File: config.mk
export PLATFORM = sky130hd
export DESIGN_NAME = fpc_rx_ctrl
export DESIGN_NICKNAME = d
export VERILOG_FILES = /design/src/rtl/fpc_rx_ctrl.sv
export SDC_FILE = /design/constraint.sdc
export NUM_CORES = 1
export LEC_CHECK = 0
export ABC_CLOCK_PERIOD_IN_PS = 2650
export CAP_MARGIN = 5
export CORE_AREA = 2 2 125 79
export DETAILED_ROUTE_END_ITERATION = 10
export DIE_AREA = 0 0 127 81
export DONT_BUFFER_PORTS = 1
export PLACE_DENSITY = 0.44
export SLEW_MARGIN = 10
export SYNTH_ARGS = -nofsm -noshare
export SYNTH_HDL_FRONTEND = slang
export SYNTH_SLANG_ARGS = --single-unit
export TNS_END_PERCENT = 100
File: constraint.sdc
create_clock -name clk -period 2.65 [get_ports clk]
set_clock_uncertainty 0.2 [all_clocks]
set_input_delay 0.265 -clock clk [delete_from_list [all_inputs] [get_ports clk]]
set_output_delay 0.265 -clock clk [all_outputs]
set_load 0.02 [all_outputs]
File: src/rtl/fpc_rx_ctrl.sv
// -----------------------------------------------------------------------------
// fpc_rx_ctrl
//
// Receive-side controller for a 5-bit Fibonacci-style crosstalk-avoiding (FPC)
// bus. Codewords are decoded to nibbles, pairs of nibbles (high first) are
// packed into bytes, and each byte is queued together with an error flag in a
// small output FIFO. A saturating counter tracks how many erroneous bytes
// have been queued.
//
// Parameters
//   DEPTH      output FIFO entries, power of two in 2..16
//
// Ports
//   clk        rising-edge clock
//   rst_n      synchronous active-low reset
//   flush      synchronous clear of partial byte and FIFO (err_cnt kept)
//   data_in    FPC codeword
//   in_valid   data_in holds a codeword
//   in_ready   codeword accepted this cycle when in_valid is also high
//   data_out   decoded byte at FIFO head (0 when empty)
//   err_out    error flag of FIFO head byte (0 when empty)
//   out_valid  FIFO holds at least one byte
//   out_ready  consumer takes the head byte this cycle
//   err_cnt    saturating count of error bytes written to the FIFO
// -----------------------------------------------------------------------------
module fpc_rx_ctrl #(
    parameter int DEPTH = 4
) (
    input  logic       clk,
    input  logic       rst_n,
    input  logic       flush,
    input  logic [4:0] data_in,
    input  logic       in_valid,
    output logic       in_ready,
    output logic [7:0] data_out,
    output logic       err_out,
    output logic       out_valid,
    input  logic       out_ready,
    output logic [7:0] err_cnt
);

    localparam int PTR_W = $clog2(DEPTH);
    localparam int CNT_W = $clog2(DEPTH + 1);

    typedef enum logic {
        S_HI,   // next codeword carries the high nibble
        S_LO    // next codeword carries the low nibble
    } state_t;

    // Returns {invalid, nibble}; codewords outside the table decode to 0.
    function automatic logic [4:0] decode(input logic [4:0] cw);
        logic [4:0] res;
        case (cw)
            5'b00000: res = {1'b0, 4'h0};
            5'b00001: res = {1'b0, 4'h1};
            5'b00110: res = {1'b0, 4'h2};
            5'b00011: res = {1'b0, 4'h3};
            5'b01100: res = {1'b0, 4'h4};
            5'b00111: res = {1'b0, 4'h5};
            5'b01110: res = {1'b0, 4'h6};
            5'b01111: res = {1'b0, 4'h7};
            5'b10000: res = {1'b0, 4'h8};
            5'b10001: res = {1'b0, 4'h9};
            5'b11000: res = {1'b0, 4'hA};
            5'b10011: res = {1'b0, 4'hB};
            5'b11100: res = {1'b0, 4'hC};
            5'b11001: res = {1'b0, 4'hD};
            5'b11110: res = {1'b0, 4'hE};
            5'b11111: res = {1'b0, 4'hF};
            default:  res = {1'b1, 4'h0};
        endcase
        return res;
    endfunction

    state_t             state_q, state_d;
    logic [3:0]         hold_nibble;
    logic               hold_invalid;
    logic [8:0]         mem [DEPTH];     // {err, byte}
    logic [PTR_W-1:0]   wr_ptr, rd_ptr;
    logic [CNT_W-1:0]   count;

    logic [4:0]         dec;
    logic               new_invalid;
    logic [3:0]         new_nibble;
    logic               byte_err;
    logic               full;
    logic               in_fire;
    logic               push;
    logic               pop;

    assign dec         = decode(data_in);
    assign new_invalid = dec[4];
    assign new_nibble  = dec[3:0];
    assign byte_err    = hold_invalid | new_invalid;

    assign full      = (count == CNT_W'(DEPTH));
    assign out_valid = (count != '0);
    assign in_fire   = in_valid && in_ready;
    // A flush discards any pop offered in the same cycle.
    assign pop       = out_valid && out_ready && !flush;

    assign data_out  = out_valid ? mem[rd_ptr][7:0] : 8'h00;
    assign err_out   = out_valid ? mem[rd_ptr][8]   : 1'b0;

    // ---------------------------------------------------------------- FSM
    // NOTE: sequential state uses non-blocking assignments so every register
    // samples pre-edge values regardless of process evaluation order.
    always_ff @(posedge clk) begin
        if (!rst_n) begin
            state_q <= S_HI;
        end else begin
            state_q <= state_d;
        end
    end

    // NOTE: every always_comb output gets a default first so no path can
    // leave it unassigned and infer a latch.
    always_comb begin
        state_d = state_q;
        if (flush) begin
            state_d = S_HI;
        end else if (in_fire) begin
            state_d = (state_q == S_HI) ? S_LO : S_HI;
        end
    end

    // in_ready looks at the registered full flag only: a pop in the same
    // cycle does not open the input, which keeps in_ready off the out_ready
    // path.
    always_comb begin
        in_ready = 1'b0;
        if (!flush) begin
            in_ready = (state_q == S_HI) || !full;
        end
        push = in_valid && in_ready && (state_q == S_LO);
    end

    // ------------------------------------------------------------ datapath
    always_ff @(posedge clk) begin
        if (!rst_n) begin
            hold_nibble  <= 4'h0;
            hold_invalid <= 1'b0;
            wr_ptr       <= '0;
            rd_ptr       <= '0;
            count        <= '0;
            err_cnt      <= 8'h00;
        end else if (flush) begin
            hold_nibble  <= 4'h0;
            hold_invalid <= 1'b0;
            wr_ptr       <= '0;
            rd_ptr       <= '0;
            count        <= '0;
        end else begin
            if (in_fire && (state_q == S_HI)) begin
                hold_nibble  <= new_nibble;
                hold_invalid <= new_invalid;
            end
            if (push) begin
                // Pointer width equals log2(DEPTH), so wrap is free.
                wr_ptr <= wr_ptr + PTR_W'(1);
                if (byte_err && (err_cnt != 8'hFF)) begin
                    err_cnt <= err_cnt + 8'd1;
                end
            end
            if (pop) begin
                rd_ptr <= rd_ptr + PTR_W'(1);
            end
            case ({push, pop})
                2'b10:   count <= count + CNT_W'(1);
                2'b01:   count <= count - CNT_W'(1);
                default: count <= count;
            endcase
        end
    end

    // NOTE: the storage array is not reset; the occupancy counter marks every
    // entry stale and the outputs are gated to zero while empty.
    always_ff @(posedge clk) begin
        if (rst_n && push) begin
            mem[wr_ptr] <= {byte_err, hold_nibble, new_nibble};
        end
    end

endmodule

==> impl_metrics.env <==
export IMPL_outcome="finished clean"
export IMPL_antenna_cells=0
export IMPL_worstSetupStartpoint="count[2]"
export IMPL_die_area_mm2=0.0103
export IMPL_hold_violations=0
export IMPL_final_util_pct=33.5
export IMPL_grt_pass1_wl_mm=8.68
export IMPL_setup_viol=0
export IMPL_hold_start="out_ready"
export IMPL_seq_area_frac_synth_pct=57.8
export IMPL_fmax_mhz=422
export IMPL_setup_ws_ns=0.278
export IMPL_drt_drc_violations_left=0
export IMPL_syn_nets=225
export IMPL_rsz0062_at_grt="false"
export IMPL_dp_hpwl_mm=3.56
export IMPL_maxCapViolCount=0
export IMPL_ys_warn_count=0
export IMPL_clockRootBuffer="clkbuf_16"
export IMPL_synth_top_cells_by_area="edfxtp_1 41%, dfxtp_1 17%, mux4_2 7.6%"
export IMPL_synth_cell_types=43
export IMPL_drive_gt1_share_pct=16.1
export IMPL_first_global_vias=1591
export IMPL_die_h_um=81
export IMPL_cp_end_kind="flip-flop"
export IMPL_clock_latency_ns=0.32
export IMPL_cts_buffers=9
export IMPL_p_leak_nw=1.07
export IMPL_core_mm2=0.00932
export IMPL_timing_final_crit_share_pct=89.5
export IMPL_viasPerCell=4.67
export IMPL_start_util_pct=28.6
export IMPL_grt_ovfl_total=0
export IMPL_place_port_buffers=0
export IMPL_synth_area_mm2=0.00267
export IMPL_routed_wl_mm=5.35
export IMPL_fp_row_count=28
export IMPL_synth_ff_type="edfxtp_1"
export IMPL_ir_worst_vdd_mv=0.353
export IMPL_powerDensity_mw_per_mm2=687
export IMPL_cp_max_fo=4
export IMPL_io_pins=29
export IMPL_synth_area_leader_cell="edfxtp_1"
export IMPL_netlist_area_leader_share_pct=40.5
export IMPL_die_width_um=127
export IMPL_finalNonFillerCells=344
export IMPL_drtIter0Drc=104
export IMPL_wire_per_inst_um=15.6
export IMPL_vias=1606
export IMPL_cts_path_max_buffers=2
export IMPL_postRouteAntennaNets=0
export IMPL_first_pass_iters=4
export IMPL_area_delta_synth_final_pct=17.1
export IMPL_grt_use_total_pct=11.5
export IMPL_cp_required_ns=2.69
export IMPL_nets=236
export IMPL_place_ws_ns=0.247
export IMPL_clkSinkCount=59
export IMPL_max_slew_worst_pin_slew_ns=0.685
export IMPL_gp_congestion=0.754
export IMPL_critical_path_class="flip-flop to flip-flop"
export IMPL_synthesis_instances=208
export IMPL_final_common_cell="edfxtp_1"
export IMPL_htreeDepth=3
export IMPL_synth_enable_flop_cells=36
export IMPL_relSlewSlack_pct=54.2
export IMPL_cp_arrival_ns=2.41
export IMPL_cts_tree="yes"
export IMPL_grt_max_degree=15
export IMPL_syn_area_per_cell_um2=12.8
export IMPL_final_max_slew_violation_count=0
export IMPL_ys_async_sr_fraction_pct=0
export IMPL_p_total_mw=2.15
export IMPL_grt_antenna_before_repair=0
export IMPL_ys_ff_latch=59
export IMPL_period_needed_ns=2.37
export IMPL_min_path_type="input pin to flip-flop"
export IMPL_layout_common_cells="36 x edfxtp_1, 23 x dfxtp_1, 17 x nor2_1"
export IMPL_placed_cells=324
export IMPL_fill_cells=920
export IMPL_clkSlewWorstSetupHoldPaths_ns=0.05
export IMPL_tns_ns=0
export IMPL_startpoint_type="flip-flop"
export IMPL_reg2reg_from="count[2]"
==> state kept, by name, indices dropped and copies added (netlist names), named ones only <==
name          count
state_q           1
err_cnt           8
hold_invalid      1
count             3
wr_ptr            2
rd_ptr            2
mem              36
hold_nibble       4
==> cell type report <==
cell class / count / area [um2] / area share [%]
Clock buffer: 14 / 274 / 8.77
Sequential cell: 59 / 1540 / 49.4
Timing Repair Buffer: 9 / 77.6 / 2.48
Tap cell: 120 / 150 / 4.81
Multi-Input combinational cell: 128 / 1020 / 32.8
Inverter: 12 / 45.0 / 1.44
Clock inverter: 2 / 11.3 / 0.361
==> metrics by stage <==
stage               cell area (um2)  hold WS, ns
finish                         3120       0.0255
detailed placement             2800        0.191
global route                   3120       0.0385
global placement               2800        0.191
CTS                            3120       0.0201
floorplan                      2670        0.221
==> power by group <==
group          internal (mW)  switching (mW)  leakage [nW]
clock                  0.706           0.380         0.137
sequential             0.978         0.00427         0.543
combinational         0.0289          0.0477         0.386
total                   1.71           0.432          1.07
==> worst paths after layout <==
kind | endpoint | slack (ns) | cells after the start
max | count[2] | 0.28 | 9
max reg2reg | count[2] | 0.28 | 9
min reg2reg | count[2] | 0.29 | 2
min | flip-flop | 0.03 | 3
==> synthesized netlist by cell type, types with 3 or more instances <==
master    count
nand2_1       8
dfxtp_1      23
nand3_1       5
inv_1        11
edfxtp_1     36
and3_1        5
or3_1         3
mux2i_1       6
mux4_2        9
and2_1        9
nor3_1        3
xor2_1        4
ha_1          6
nand2b_1      6
buf_2         3
o21ai_0       5
clkbuf_1      3
a21oi_1      12
nor2_1       17
nor3b_1       3
==> worst max-delay path, cell delays in order, from the launching register on <==
cell	delay, ns
dfxtp_1	0.34
nor3b_1	0.35
nor4bb_1	0.12
inv_1	0.08
ha_1	0.17
inv_1	0.06
fa_1	0.37
xor2_1	0.16
or3_1	0.30
a21oi_1	0.14
==> per-layer routing <==
metal	global-route usage, %	up-vias	share of wire (%)
met2	16.7	33	42
met3	5.40	6	6.2
met4	3.96	0	1.4
li1	-	785	-
met5	0	-	0
met1	15.0	782	50
==> logic make-up (layout without fill, tap and decap cells) <==
family	count (synthesis)	after routing	synth area share, %
fa+ha+maj	7	7	3.56
compound gates	33	33	8.82
simple gates	68	68	14.5
flops	59	59	57.8
mux	15	15	9.85
xor+xnor	5	5	1.64
buf+inv	21	37	3.85
==> what timing repair did <==
action,CTS,global route
resized for setup,0,0
hold buffers,4,0
hold endpoints to repair,11,0
setup buffers,0,0
Power figures use the tool's default switching activity.
